<file path="config.mk">
export PLATFORM = sky130hd
export DESIGN_NAME = spi_flash_reader
export DESIGN_NICKNAME = d
export VERILOG_FILES = /design/src/rtl/spi_flash_reader.sv
export SDC_FILE = /design/constraint.sdc
export NUM_CORES = 1
export LEC_CHECK = 0
export ABC_AREA = 1
export BUFFER_PORTS_ARGS = -buffer_cell sky130_fd_sc_hd__buf_2
export CAP_MARGIN = 40
export CORE_MARGIN = 2
export CORE_UTILIZATION = 50
export DETAILED_ROUTE_END_ITERATION = 6
export PLACE_DENSITY = 0.7
export SKIP_CTS_REPAIR_TIMING = 1
export SLEW_MARGIN = 20
export SYNTH_ARGS = -nofsm -noshare
export SYNTH_HDL_FRONTEND = slang
export SYNTH_SLANG_ARGS = --single-unit
</file>
<file path="constraint.sdc">
create_clock -name wb_clk_i -period 4.2 [get_ports wb_clk_i]
set_clock_uncertainty 0.15 [all_clocks]
set_input_delay 0 -clock wb_clk_i [delete_from_list [all_inputs] [get_ports wb_clk_i]]
set_output_delay 0 -clock wb_clk_i [all_outputs]
set_load 0.02 [all_outputs]
</file>
<file path="src/rtl/spi_flash_reader.sv">
// spi_flash_reader: fetches one 32-bit little-endian word from a SPI NOR flash
// using the 0x03 READ command (mode 0, single-bit MOSI/MISO).
module spi_flash_reader #(
   parameter int unsigned CLK_DIV = 2
) (
   input  logic        wb_clk_i,
   input  logic        wb_rst_i,
   input  logic        req_valid,
   output logic        req_ready,
   input  logic [23:0] req_addr,
   output logic        rsp_valid,
   output logic [31:0] rsp_data,
   output logic        flash_csb,
   output logic        flash_clk,
   output logic        flash_io0,
   input  logic        flash_io1
);

   localparam int unsigned CNT_W  = 5;
   localparam int unsigned BIT_W  = 6;
   localparam int unsigned TX_W   = 31;
   localparam logic [7:0]  READ_CMD = 8'h03;
   localparam logic [CNT_W-1:0] DIV_LAST = CNT_W'(CLK_DIV - 1);
   localparam logic [CNT_W-1:0] GAP_LAST = CNT_W'(2 * CLK_DIV - 2);
   localparam logic [BIT_W-1:0] LAST_CMD_BIT  = BIT_W'(7);
   localparam logic [BIT_W-1:0] LAST_ADDR_BIT = BIT_W'(31);
   localparam logic [BIT_W-1:0] LAST_BIT      = BIT_W'(63);

   typedef enum logic [2:0] {
      IDLE,
      CMD,
      ADDR,
      DATA,
      GAP
   } state_t;

   state_t            state;
   logic [CNT_W-1:0]  div_cnt;
   logic [BIT_W-1:0]  bit_cnt;
   logic [TX_W-1:0]   tx_sr;
   logic [TX_W-1:0]   rx_sr;
   logic [31:0]       rx_word;

   // Ready is decoded from state so the first edge after reset can accept.
   assign req_ready = (state == IDLE) && !wb_rst_i;

   // Last sampled bit completes the word; first byte received is the low byte.
   assign rx_word = {rx_sr, flash_io1};

   // Transfer sequencer: bit timing, MOSI shifting, MISO assembly, response.
   always_ff @(posedge wb_clk_i or posedge wb_rst_i) begin
      if (wb_rst_i) begin
         state     <= IDLE;
         div_cnt   <= '0;
         bit_cnt   <= '0;
         tx_sr     <= '0;
         rx_sr     <= '0;
         flash_csb <= 1'b1;
         flash_clk <= 1'b0;
         flash_io0 <= 1'b0;
         rsp_valid <= 1'b0;
         rsp_data  <= '0;
      end else begin
         rsp_valid <= 1'b0;
         case (state)
            IDLE: begin
               if (req_valid) begin
                  state     <= CMD;
                  flash_csb <= 1'b0;
                  flash_clk <= 1'b0;
                  flash_io0 <= READ_CMD[7];
                  tx_sr     <= {READ_CMD[6:0], req_addr};
                  div_cnt   <= '0;
                  bit_cnt   <= '0;
               end
            end
            CMD, ADDR, DATA: begin
               if (div_cnt != DIV_LAST) begin
                  div_cnt <= div_cnt + CNT_W'(1);
               end else begin
                  div_cnt <= '0;
                  if (!flash_clk) begin
                     flash_clk <= 1'b1;
                  end else begin
                     // End of a high phase: sample MISO and start the next bit.
                     if (state == DATA) begin
                        rx_sr <= {rx_sr[TX_W-2:0], flash_io1};
                     end
                     flash_clk <= 1'b0;
                     if (bit_cnt == LAST_BIT) begin
                        state     <= GAP;
                        flash_csb <= 1'b1;
                        flash_io0 <= 1'b0;
                        rsp_valid <= 1'b1;
                        rsp_data  <= {rx_word[7:0], rx_word[15:8],
                                      rx_word[23:16], rx_word[31:24]};
                     end else begin
                        bit_cnt <= bit_cnt + BIT_W'(1);
                        if (bit_cnt == LAST_CMD_BIT) begin
                           state <= ADDR;
                        end
                        if (bit_cnt == LAST_ADDR_BIT) begin
                           state <= DATA;
                        end
                        if (bit_cnt < LAST_ADDR_BIT) begin
                           flash_io0 <= tx_sr[TX_W-1];
                           tx_sr     <= {tx_sr[TX_W-2:0], 1'b0};
                        end else begin
                           flash_io0 <= 1'b0;
                        end
                     end
                  end
               end
            end
            GAP: begin
               // Hold chip select high so the next accept lands 2*CLK_DIV after release.
               if (div_cnt == GAP_LAST) begin
                  state   <= IDLE;
                  div_cnt <= '0;
               end else begin
                  div_cnt <= div_cnt + CNT_W'(1);
               end
            end
            default: begin
               state <= IDLE;
            end
         endcase
      end
   end

endmodule

</file>
==> metrics.cfg <==
[logic_synthesis]
synth_common_cells = 229 x nand2_1, 111 x dfrtp_1, 75 x inv_1
synth_nets = 660
synth_edf_count = 0
synthDistinctLibCells = 26
syn_avg_cell_area_um2 = 8.22
synth_xor_area_share_pct = 0.509
ys_seq_area_share_pct = 54.3
synth_compound_area_share_pct = 9.36
synth-seq-cells = 112
synthSimpleGateAreaFrac_pct = 25.9
synth_flop_cell = dfrtp_1
synth_fa_ha_area_share_pct = 0.970
yosysWarnings = 0
async_reset_ff_share_pct = 100
synth_area_leaders = dfrtp_1 54%, nand2_1 17%, inv_1 5.5%, nand3_1 4.8%, o21ai_2 4.4%
muxShareOfSynthArea_pct = 0
synth.largest_area_cell = dfrtp_1
synth.most_common_cell = nand2_1
synth_top_area_share_pct = 53.8
syn_inst = 628
synth_top_family_by_area = simple AND/OR/NAND/NOR gates
netlist_area_um2 = 5160

[die]
fp.dieW_um = 106
ios = 65
fp.dieArea_um2 = 11200
initial_core_util_pct = 50.7
core-area_um2 = 10200
fp.dieH_um = 106
row_count = 37

[layout]
antenna_cells = 0
layout-drive-gt1-share_pct = 17.8
finalNetCount = 742
nFillCells = 897
area_growth_pct = 18.8

[global_route]
grt_antenna_before_repair = 0
grt_pass1_wl_um = 16600
grt_use_met1_pct = 24.1
grtUsageMet2_pct = 29.9
use_met3_pct = 2.72
busiest_layer = met2
gr-total-overflow = 0
grt_usage_pct = 18.2
first_global_vias = 3835
grt_max_degree = 66

[routing]
num_vias = 4113
routedWlPerCell_um = 11.7
first_iter_violations = 244
ant_nets = 0
drc = 0
viasPerCell = 4.83
route.final.wire_length_um = 9920
drt-pass1-iter-count = 4

[timing]
slew_headroom_pct = 51.7
fin_crit_ns = 2.59
tns_ns = 0
fin_crit_sh_pct = 61.8
hold_slack_ns = -0.00400
grt_setup_unrepaired = false
worst_pin_slew_ns = 0.725
setup_violations = 0
slew_violations = 0
clock.fmax_mhz = 385
hold_violations = 3

[setup_path]
worstPathCellList = nor2_1 -> nor2_2 -> buf_4 -> nand2_2 -> nor3_4 -> buf_4 -> nand2_1 -> o21ai_2
rr_worst_depth = 8
worstSetupPathType = reg2reg
crit_arrival_ns = 2.75
worst-path-max-fanout = 65
cp_slowest_cell = buf_4
cp_slowest_stage_delay_ns = 0.61
cp_common_cell = buf_4
cp_data_required_time_ns = 4.35
r2r-start = state[0]
worst_setup_path_start_kind = flop
critPathCaptureType = flop
r2r-end = rsp_data[11]
r2r_slack_ns = 1.61

[hold_path]
hp-class = in2async

[job]
maxCapViolations = 0

[clock_tree]
clockBufferDepth = 2
cts_root_buf = clkbuf_8
clkLatencyLatePin_ns = 0.38
cts.reportedPaths.clkPinSlew_ns = 0.11
htreeDepth = 3
cts_inserted_buffers = 9
cts_num_sinks = 112
cts_tree = yes

[place]
gp_congestion = 0.897
portBuffers = 64
place.detailed.hpwl_um = 6520

[pwr]
peakVddDrop_mv = 0.271
powerDensity_nw_per_um2 = 602
power_leakage_nw = 3.28

[run_status]
status = complete, but fails checks
failed_checks = hold timing

-- through the flow --
step	util, %	setup WS [ns]	area [um^2]	std cells	power (mW)
3_5_place_dp	55.1	1.63	5610	808	2.90
6_report	60.2	1.61	6130	851	3.69
4_1_cts	57.6	1.59	5860	824	3.69
2_1_floorplan	-	1.09	5160	628	2.58
5_1_grt	60.2	1.38	6130	851	3.97
3_3_place_gp	54.3	1.62	5530	804	2.79
-- registers in the layout, indices dropped and copies added (netlist names) --
signal and cells:
div_cnt 5, tx_sr 31, bit_cnt 6, rsp_data 32
flash_clk 1, rx_sr 31, rsp_valid 1, state 3
flash_io0 1, flash_csb 1
-- layer usage --
metal / up-vias / routed length, um
li1: 2104 / -
met1: 1907 / 4610
met2: 88 / 4760
met3: 14 / 371
met4: 0 / 178
met5: - / 0
-- cells by family after synthesis --
kind of cell | after synthesis
AO/OA/AOI/OAI | 76
XOR/XNOR | 3
adder cells (fa/ha/maj) | 4
buffers and inverters | 104
flip-flops | 112
AND/OR/NAND/NOR | 329
-- cell usage in the layout, fill, tap and decap left out, drive strengths merged, types with 2 or more instances in the layout --
cell type,synthesis,final
a21oi,19,19
buf,19,73
bufinv,0,3
clkbuf,10,10
dfrtp,111,111
dlygate4sd3,0,27
ha,4,4
inv,75,76
nand2,230,230
nand3,52,52
nand4,2,2
nor2,40,40
nor3,2,2
o21ai,53,53
o22ai,4,4
or2,2,2
xor2,2,2
-- worst max-delay path, delay by kind of cell (launching register included) --
| kind | cells | cell delay, ns |
|---|---|---|
| AOI/OAI and AO/OA | 1 | 0.09 |
| buffers and inverters | 2 | 0.96 |
| and+or+nand+nor | 5 | 0.92 |
| DFF | 1 | 0.38 |
-- report_power, final --
group / switching [mW] / total [mW] / internal (mW)
clock: 0.373 / 0.789 / 0.416
combinational: 0.878 / 1.33 / 0.455
sequential: 0.192 / 1.57 / 1.38
total: 1.44 / 3.69 / 2.25
-- cell type report --
| cell class | instances | area [um^2] | share of cell area [%] |
|---|---|---|---|
| Sequential cell | 112 | 2800 | 45.7 |
| Multi-Input combinational cell | 412 | 1910 | 31.2 |
| Timing Repair Buffer | 100 | 713 | 11.6 |
| Inverter | 75 | 284 | 4.63 |
| Tap cell | 136 | 170 | 2.77 |
| Clock buffer | 10 | 138 | 2.24 |
| Clock inverter | 6 | 114 | 1.86 |
-- worst max path at each step --
stage | start | endpoint | slack [ns] | cells after the start
3_3_place_gp | div_cnt[2] | tx_sr[17] | 1.62 | 9
2_1_floorplan | wb_rst_i | bit_cnt[0] | 1.09 | 1
4_1_cts | state[0] | rsp_data[7] | 1.59 | 8
6_report | state[0] | rsp_data[11] | 1.61 | 8
5_1_grt | state[0] | rsp_data[13] | 1.38 | 8
3_5_place_dp | state[0] | rsp_data[7] | 1.63 | 8
No activity file was read; power rests on OpenSTA's default activity.
